### config.mk
export PLATFORM = sky130hd
export DESIGN_NAME = mem_arbiter
export DESIGN_NICKNAME = d
export VERILOG_FILES = /design/src/rtl/mem_arbiter.sv
export SDC_FILE = /design/constraint.sdc
export NUM_CORES = 1
export LEC_CHECK = 0
export ABC_AREA = 0
export BUFFER_PORTS_ARGS = -buffer_cell sky130_fd_sc_hd__buf_4
export CAP_MARGIN = 20
export CORE_UTILIZATION = 49
export CTS_CLUSTER_DIAMETER = 150
export DETAILED_ROUTE_END_ITERATION = 8
export PLACE_DENSITY = 0.83
export SLEW_MARGIN = 10
export SYNTH_ARGS = -nofsm -noshare
export SYNTH_HDL_FRONTEND = slang
export SYNTH_SLANG_ARGS = --single-unit
### constraint.sdc
create_clock -name clk -period 3.05 [get_ports clk]
set_clock_uncertainty 0.15 [all_clocks]
set_input_delay 0.915 -clock clk [delete_from_list [all_inputs] [get_ports clk]]
set_output_delay 0.915 -clock clk [all_outputs]
set_load 0.02 [all_outputs]
### src/rtl/mem_arbiter.sv
// mem_arbiter
//   Shares one single-port memory between the instruction-fetch port and the
//   load/store data port. One transaction is in flight at a time:
//     IDLE/RESP (accept) -> ISSUE (mem_en) -> WAIT x MEM_LAT -> RESP (rvalid)
//   Data wins contention, except after MAX_DATA_STREAK back-to-back data
//   grants taken while fetch was waiting; then fetch gets one grant.
//
// Ports
//   clk, rst            clock, synchronous active-high reset
//   if_req/if_addr      fetch request (held until if_ready)
//   if_ready            fetch accepted this cycle (combinational)
//   if_rvalid/if_rdata  one-cycle fetch response / last fetched word
//   d_req/d_we/d_func3/d_addr/d_wdata  data request (held until d_ready)
//   d_ready             data accepted this cycle (combinational)
//   d_rvalid/d_rdata    one-cycle completion / last loaded word
//   mem_en/mem_we/mem_func3/mem_addr/mem_wdata  memory request side
//   mem_rdata           memory read data, valid MEM_LAT cycles after mem_en
module mem_arbiter #(
  parameter int MEM_LAT         = 1,
  parameter int MAX_DATA_STREAK = 4
) (
  input  logic        clk,
  input  logic        rst,
  input  logic        if_req,
  input  logic [31:0] if_addr,
  output logic        if_ready,
  output logic        if_rvalid,
  output logic [31:0] if_rdata,
  input  logic        d_req,
  input  logic        d_we,
  input  logic [2:0]  d_func3,
  input  logic [31:0] d_addr,
  input  logic [31:0] d_wdata,
  output logic        d_ready,
  output logic        d_rvalid,
  output logic [31:0] d_rdata,
  output logic        mem_en,
  output logic        mem_we,
  output logic [2:0]  mem_func3,
  output logic [31:0] mem_addr,
  output logic [31:0] mem_wdata,
  input  logic [31:0] mem_rdata
);

  localparam int STW = $clog2(MAX_DATA_STREAK + 1);
  localparam int CW  = (MEM_LAT > 1) ? $clog2(MEM_LAT) : 1;

  localparam logic [STW-1:0] STREAK_MAX = STW'(MAX_DATA_STREAK);
  localparam logic [CW-1:0]  CNT_LAST   = CW'(MEM_LAT - 1);

  // Fetches are always full-word reads.
  localparam logic [2:0] FUNC3_WORD = 3'b010;

  typedef enum logic [1:0] {IDLE, ISSUE, WAIT, RESP} state_t;

  state_t          state_q,    state_d;
  logic [STW-1:0]  streak_q,   streak_d;
  logic [CW-1:0]   cnt_q,      cnt_d;
  logic            owner_d_q,  owner_d_d;   // 1 = data port owns the slot
  logic            we_q,       we_d;
  logic [2:0]      func3_q,    func3_d;
  logic [31:0]     addr_q,     addr_d;
  logic [31:0]     wdata_q,    wdata_d;
  logic [31:0]     if_rdata_q, if_rdata_d;
  logic [31:0]     d_rdata_q,  d_rdata_d;

  logic accept_win;
  logic grant_d;
  logic grant_i;

  always_comb begin
    state_d    = state_q;
    streak_d   = streak_q;
    cnt_d      = cnt_q;
    owner_d_d  = owner_d_q;
    we_d       = we_q;
    func3_d    = func3_q;
    addr_d     = addr_q;
    wdata_d    = wdata_q;
    if_rdata_d = if_rdata_q;
    d_rdata_d  = d_rdata_q;
    grant_d    = 1'b0;
    grant_i    = 1'b0;

    // RESP doubles as an accept cycle so continuous traffic needs no IDLE gap.
    accept_win = ((state_q == IDLE) || (state_q == RESP)) && !rst;

    if (accept_win) begin
      if (d_req && (!if_req || (streak_q != STREAK_MAX))) begin
        grant_d = 1'b1;
      end else if (if_req) begin
        grant_i = 1'b1;
      end
    end

    unique case (state_q)
      IDLE, RESP: begin
        if (grant_d) begin
          owner_d_d = 1'b1;
          we_d      = d_we;
          func3_d   = d_func3;
          addr_d    = d_addr;
          wdata_d   = d_wdata;
          state_d   = ISSUE;
          // Streak only counts data grants that made fetch wait.
          if (if_req && (streak_q != STREAK_MAX)) begin
            streak_d = streak_q + STW'(1);
          end
        end else if (grant_i) begin
          owner_d_d = 1'b0;
          we_d      = 1'b0;
          func3_d   = FUNC3_WORD;
          addr_d    = if_addr;
          wdata_d   = 32'h0;
          streak_d  = '0;
          state_d   = ISSUE;
        end else begin
          state_d   = IDLE;
        end
      end

      ISSUE: begin
        cnt_d   = '0;
        state_d = WAIT;
      end

      WAIT: begin
        if (cnt_q == CNT_LAST) begin
          state_d = RESP;
          // mem_rdata is valid in the final WAIT cycle; stores leave rdata alone.
          if (!we_q) begin
            if (owner_d_q) d_rdata_d  = mem_rdata;
            else           if_rdata_d = mem_rdata;
          end
        end else begin
          cnt_d = cnt_q + CW'(1);
        end
      end

      default: state_d = IDLE;
    endcase
  end

  always_ff @(posedge clk) begin
    if (rst) begin
      state_q    <= IDLE;
      streak_q   <= '0;
      cnt_q      <= '0;
      owner_d_q  <= 1'b0;
      we_q       <= 1'b0;
      func3_q    <= 3'b000;
      addr_q     <= 32'h0;
      wdata_q    <= 32'h0;
      if_rdata_q <= 32'h0;
      d_rdata_q  <= 32'h0;
    end else begin
      state_q    <= state_d;
      streak_q   <= streak_d;
      cnt_q      <= cnt_d;
      owner_d_q  <= owner_d_d;
      we_q       <= we_d;
      func3_q    <= func3_d;
      addr_q     <= addr_d;
      wdata_q    <= wdata_d;
      if_rdata_q <= if_rdata_d;
      d_rdata_q  <= d_rdata_d;
    end
  end

  assign if_ready  = grant_i;
  assign d_ready   = grant_d;

  // Memory side is decoded from registered state only; the latched request
  // stays on the bus through WAIT and RESP.
  assign mem_en    = (state_q == ISSUE);
  assign mem_we    = (state_q == ISSUE) && we_q;
  assign mem_func3 = func3_q;
  assign mem_addr  = addr_q;
  assign mem_wdata = wdata_q;

  assign if_rvalid = (state_q == RESP) && !owner_d_q;
  assign d_rvalid  = (state_q == RESP) &&  owner_d_q;
  assign if_rdata  = if_rdata_q;
  assign d_rdata   = d_rdata_q;

endmodule

* After elaboration in Yosys (flattened, before gate mapping)
Cells that the tools add are included.
** Word-level totals
- Flip-flop bits (word level) :: 139
- Bits of input ports :: 136
- Output and inout port bits :: 137
- Logic and storage cells :: 63
** Operators by class
- $add $sub $neg :: 2
- Eq/ne operators :: 6
- Mux-type cells :: 23
- Bitwise operators :: 3
- Reductions and logical operators :: 19
** Operators by type and width (count)
- $mux W32 :: 4
- $mux W3 :: 5
- $mux W1 :: 11
- $reduce_and A4 Y1 :: 2
- $logic_and A1 B1 Y1 :: 6
- $pmux W2 S3 :: 1
- $eq A2 B2 Y1 const B :: 2
- $reduce_bool A2 Y1 :: 2
- $add A3 B1 Y3 const B :: 1
- $logic_not A1 Y1 :: 3
- $ne A3 B3 Y1 const B :: 1
- $not A1 Y1 :: 3
- $reduce_and A3 Y1 :: 1
- $eq A2 B1 Y1 const B :: 1
- $logic_not A2 Y1 :: 1
- $logic_or A1 B1 Y1 :: 2
- $mux W2 :: 1
- $ne A2 B1 Y1 const B :: 1
- $ne A2 B2 Y1 const B :: 1
- $pmux W1 S2 :: 1
- $reduce_and A2 Y1 :: 1
- $reduce_or A2 Y1 :: 1
- $add A1 B1 Y1 const B :: 1

* Logic depth before layout (Yosys ltp)
- Depth in word-level cells :: 8
- Depth in mapped cells :: 8
- Mapped depth without buffers :: 6

* Least setup slack after synthesis
No wires, ideal clock.
- Kind :: input to output
- Start point :: input port rst
- End point :: output port d_ready
- Arrival time :: 1.567 ns
- Setup slack :: 0.418 ns
- Stages :: 5
- Buffers on the path :: 2
- Path through :: and3b_1 > buf_2 > buf_6 > nand2_1 > inv_1
** Between the ends
- Cells in the longest elaborated chain, start to end :: 3
** Ends and longest elaborated chain
- start: declaration :: line 23 : input logic rst,
- $logic_not A1 Y1 :: line 86 : accept_win = ((state_q == IDLE) || (state_q == RESP)) && !rst;
- $logic_and A1 B1 Y1 :: line 86
- $mux W1 :: line 88 : if (accept_win) begin
- end: declaration :: line 34 : output logic d_ready,
Every way passes these cells.

* Worst setup path after layout
- Start point :: register state_q[0]
- End point :: output port d_ready
** Between the ends
- Cells in the longest elaborated chain, start to end :: 4
- Elaborated cells on any way between the ends :: 5
** Ends and longest elaborated chain
- start: declaration :: line 56 : state_t state_q, state_d;
- start signal: assignment :: line 157 : state_q <= state_d;
- $eq A2 B2 Y1 or $logic_not A2 Y1 (tied branches) :: line 86
- $logic_or A1 B1 Y1 (*) :: line 86
- $logic_and A1 B1 Y1 (*) :: line 86
- $mux W1 (*) :: line 88
Every way passes the cells marked *; elsewhere a longest branch is shown, timed or not.

==> out/results.txt <==
Final-report hold violation count: 0
Setup crit start: state_q[0]
Top cells by count, synth: 138 x dfxtp_1, 131 x nand2_1, 102 x a21oi_1, 102 x nand3_1, 59 x o21ai_0
1st-pass router iterations: 6
Met2 WL post-DR: 9021 um
Post-synthesis cell area: 0.005385 mm^2
Final ANT Viol Nets: 0
Cell row count: 37
Effective utilization at floorplan: 51.24%
HPWL after DPL: 11830 um
WHS Path Cells: 2
CP peak stage delay: 370 ps
Clock sinks: 138
Die ar.: 0.01141 mm^2
EDFF count, synth: 0
CP max-delay cell: ha_2
Met3 wire length: 1500 um
Slew HR: 32.31%
Critical path type: reg -> out
Total gr overflow: 0
Worst Hold End: if_rdata[3]
R2R Setup Slk: 800 ps
RSZ-0062 raised after global routing: false
Chip width: 106.8 um
Most area-consuming cells after synthesis: dfxtp_1 51%, a21oi_1 9.5%, nand3_1 9.5%, nand2_1 9.1%, o21ai_0 5.5%
Most common cell in the synthesized netlist: dfxtp_1
DP Cell Count: 1026
Final setup violating endpoints: 0
Worst flop-to-flop path endpoint: mem_addr[8]
CP Data Required Time: 1980 ps
Worst vdd ir: 0.0003805 V
Pre-CTS setup slack: 330.2 ps
Largest net degree at the start of global routing: 102
R2r startpoint: state_q[0]
Syn Inst Count: 671
Post-layout util: 76.91%
Total leakage power: 3.383 nW
Vias: 5925
Synth-to-Final Area Change: 50.09%
Overall die height: 106.8 um
Worst r2r path cells: 6
Startpoint Class: flip-flop
CP Depth: 6
Max Slew Vio Count: 0
Max Cap Viol: 0
CP Max Fanout: 5
CP arrival: 1850 ps
Top Layer Used: met4
Critical Path End Type: output pin
Diodes inserted: 0
GP Congestion: 0.8088
Asr flop ratio synth: 0%
Initial antenna violation count: 0
Vias in the first global route: 5600
Io pins: 273
Ys flop type: dfxtp_1
Post-synth cell types: 30
Register area share after synthesis: 51.30%
Share of layout cells above drive strength 1: 35.17%
Clock Latency Late Sink: 520 ps
Final cell count without fillers: 1060
# port buffers: 272
Minimum clock period: 2919 ps
Warning count from the yosys run: 0
CTS tree: built
FF+latch count, synth: 138
Syn_area_per_cell: 8.026 um^2
Max Fclk: 0.3425 GHz
Buffers & Inverters on Critical Path: 3
Total Wirelength: 17700 um
P per Cell Area: 772.2 mW/mm^2
TritonCTS Buffers: 17
DRC viols: 0
Initial DRC Count: 558
Status: complete, no violations
Clock Path Buffers: 2
CP top delay family: adder cells
WL per Instance: 16.70 um
Largest area contributor in the netlist: dfxtp_1
Root buffer cell: clkbuf_8
Worst Max-Slew Pin Slew: 1015 ps
Via density: 5.590
H-tree Lvls: 4
Synthesized Nets: 812
Final Net Count: 1052
M1 wire length: 6626 um
Setup_tns: 0 ps
Core ar.: 0.01051 mm^2
GRT Total Usage: 30.44%
CP most frequent cell: inv_1
Worst hold start: if_rdata[3]
Post-synth top area share: 51.30%
Final WS setup: 130.5 ps
Clock Pin Slew Worst Setup and Hold Paths: 60 ps
Worst min-delay path category: reg -> reg
CP Cell Sequence: inv_1, ha_2, and3b_2, nand2_1, inv_1, buf_4
Final period utilization: 95.72%
First-pass GRT wire length: 27210 um
==> worst reg2reg max path, stage by stage (launching register included) <==
cell and delay [ps]:
dfxtp_1 360, inv_1 60, ha_2 370, and3b_2 220, buf_4 560, nand3_1 230, a31oi_1 210
==> sequential cells by signal (all words and copies together), names as in the netlist <==
name and flops:
d_rdata 32, if_rdata 32, mem_addr 32, mem_wdata 32, mem_func3 3, streak_q 3
state_q 2, owner_d_q 1, we_q 1
==> layer usage <==
metal / track usage (%) / vias to the layer above
met4: 13.50 / 0
met3: 8.754 / 46
met5: 0 / -
li1: - / 2807
met1: 34.58 / 2756
met2: 52.86 / 316
==> timing repair <==
item	CTS	global route
setup buffers	0	1
endpoints found under the setup margin	0	2
resized for setup	0	1
hold buffers	0	0
==> metrics by stage <==
step / power [mW] / hold WS [ps] / area [um^2]
3_5_place_dp: 4.045 / 297.2 / 7422
2_1_floorplan: 3.278 / 298.6 / 5385
3_3_place_gp: 3.989 / 291.7 / 7395
4_1_cts: 6.235 / 305.5 / 8058
6_report: 6.241 / 304.9 / 8083
5_1_grt: 6.501 / 322.2 / 8083
==> worst max-delay path by stage <==
stage                to  slack [ps]
2_1_floorplan   d_ready         420
6_report        d_ready         130
4_1_cts         d_ready          60
3_3_place_gp   if_ready         380
5_1_grt         d_ready          30
3_5_place_dp   if_ready         330
==> layout make-up <==
class	instances	area (um^2)
Inverter	6	22.52
Fill cell	770	2426
Sequential cell	138	2763
Tap cell	136	170.2
Clock buffer	22	473.0
Timing Repair Buffer	286	2187
Multi-Input combinational cell	462	2305
Clock inverter	10	162.7
==> power breakdown <==
part	switching, mW	leakage, nW	total, mW	internal, mW
combinational	1.07	1.95	1.80	0.734
sequential	0.162	1.12	2.25	2.09
clock	0.770	0.308	2.19	1.42
==> layout by cell type (no fill, tap or decap), drive strengths merged <==
cell and instances:
clkinvlp 2, buf 286, a21oi 102, o21ai 68, o221a 1, a31oi 32, bufinv 4, nor3b 2
nand2 131, nor2 4, nand3b 2, dfxtp 138, a21o 1, a21boi 1, nor2b 1, nand3 102
clkinv 3, a31o 1, nand4b 1, and3b 3, nand2b 1, inv 7, a21bo 1, and2 2
ha 5, clkbuf 22, or3b 1
==> cells by family after synthesis <==
group / after synthesis / share of synthesized area (%)
buffers and inverters: 71 / 6.273
adder cells (fa/ha/maj): 5 / 1.162
AO/OA/AOI/OAI: 207 / 20.35
flip-flops: 138 / 51.30
AND/OR/NAND/NOR: 250 / 20.91
(Power assumes the default switching activity.)
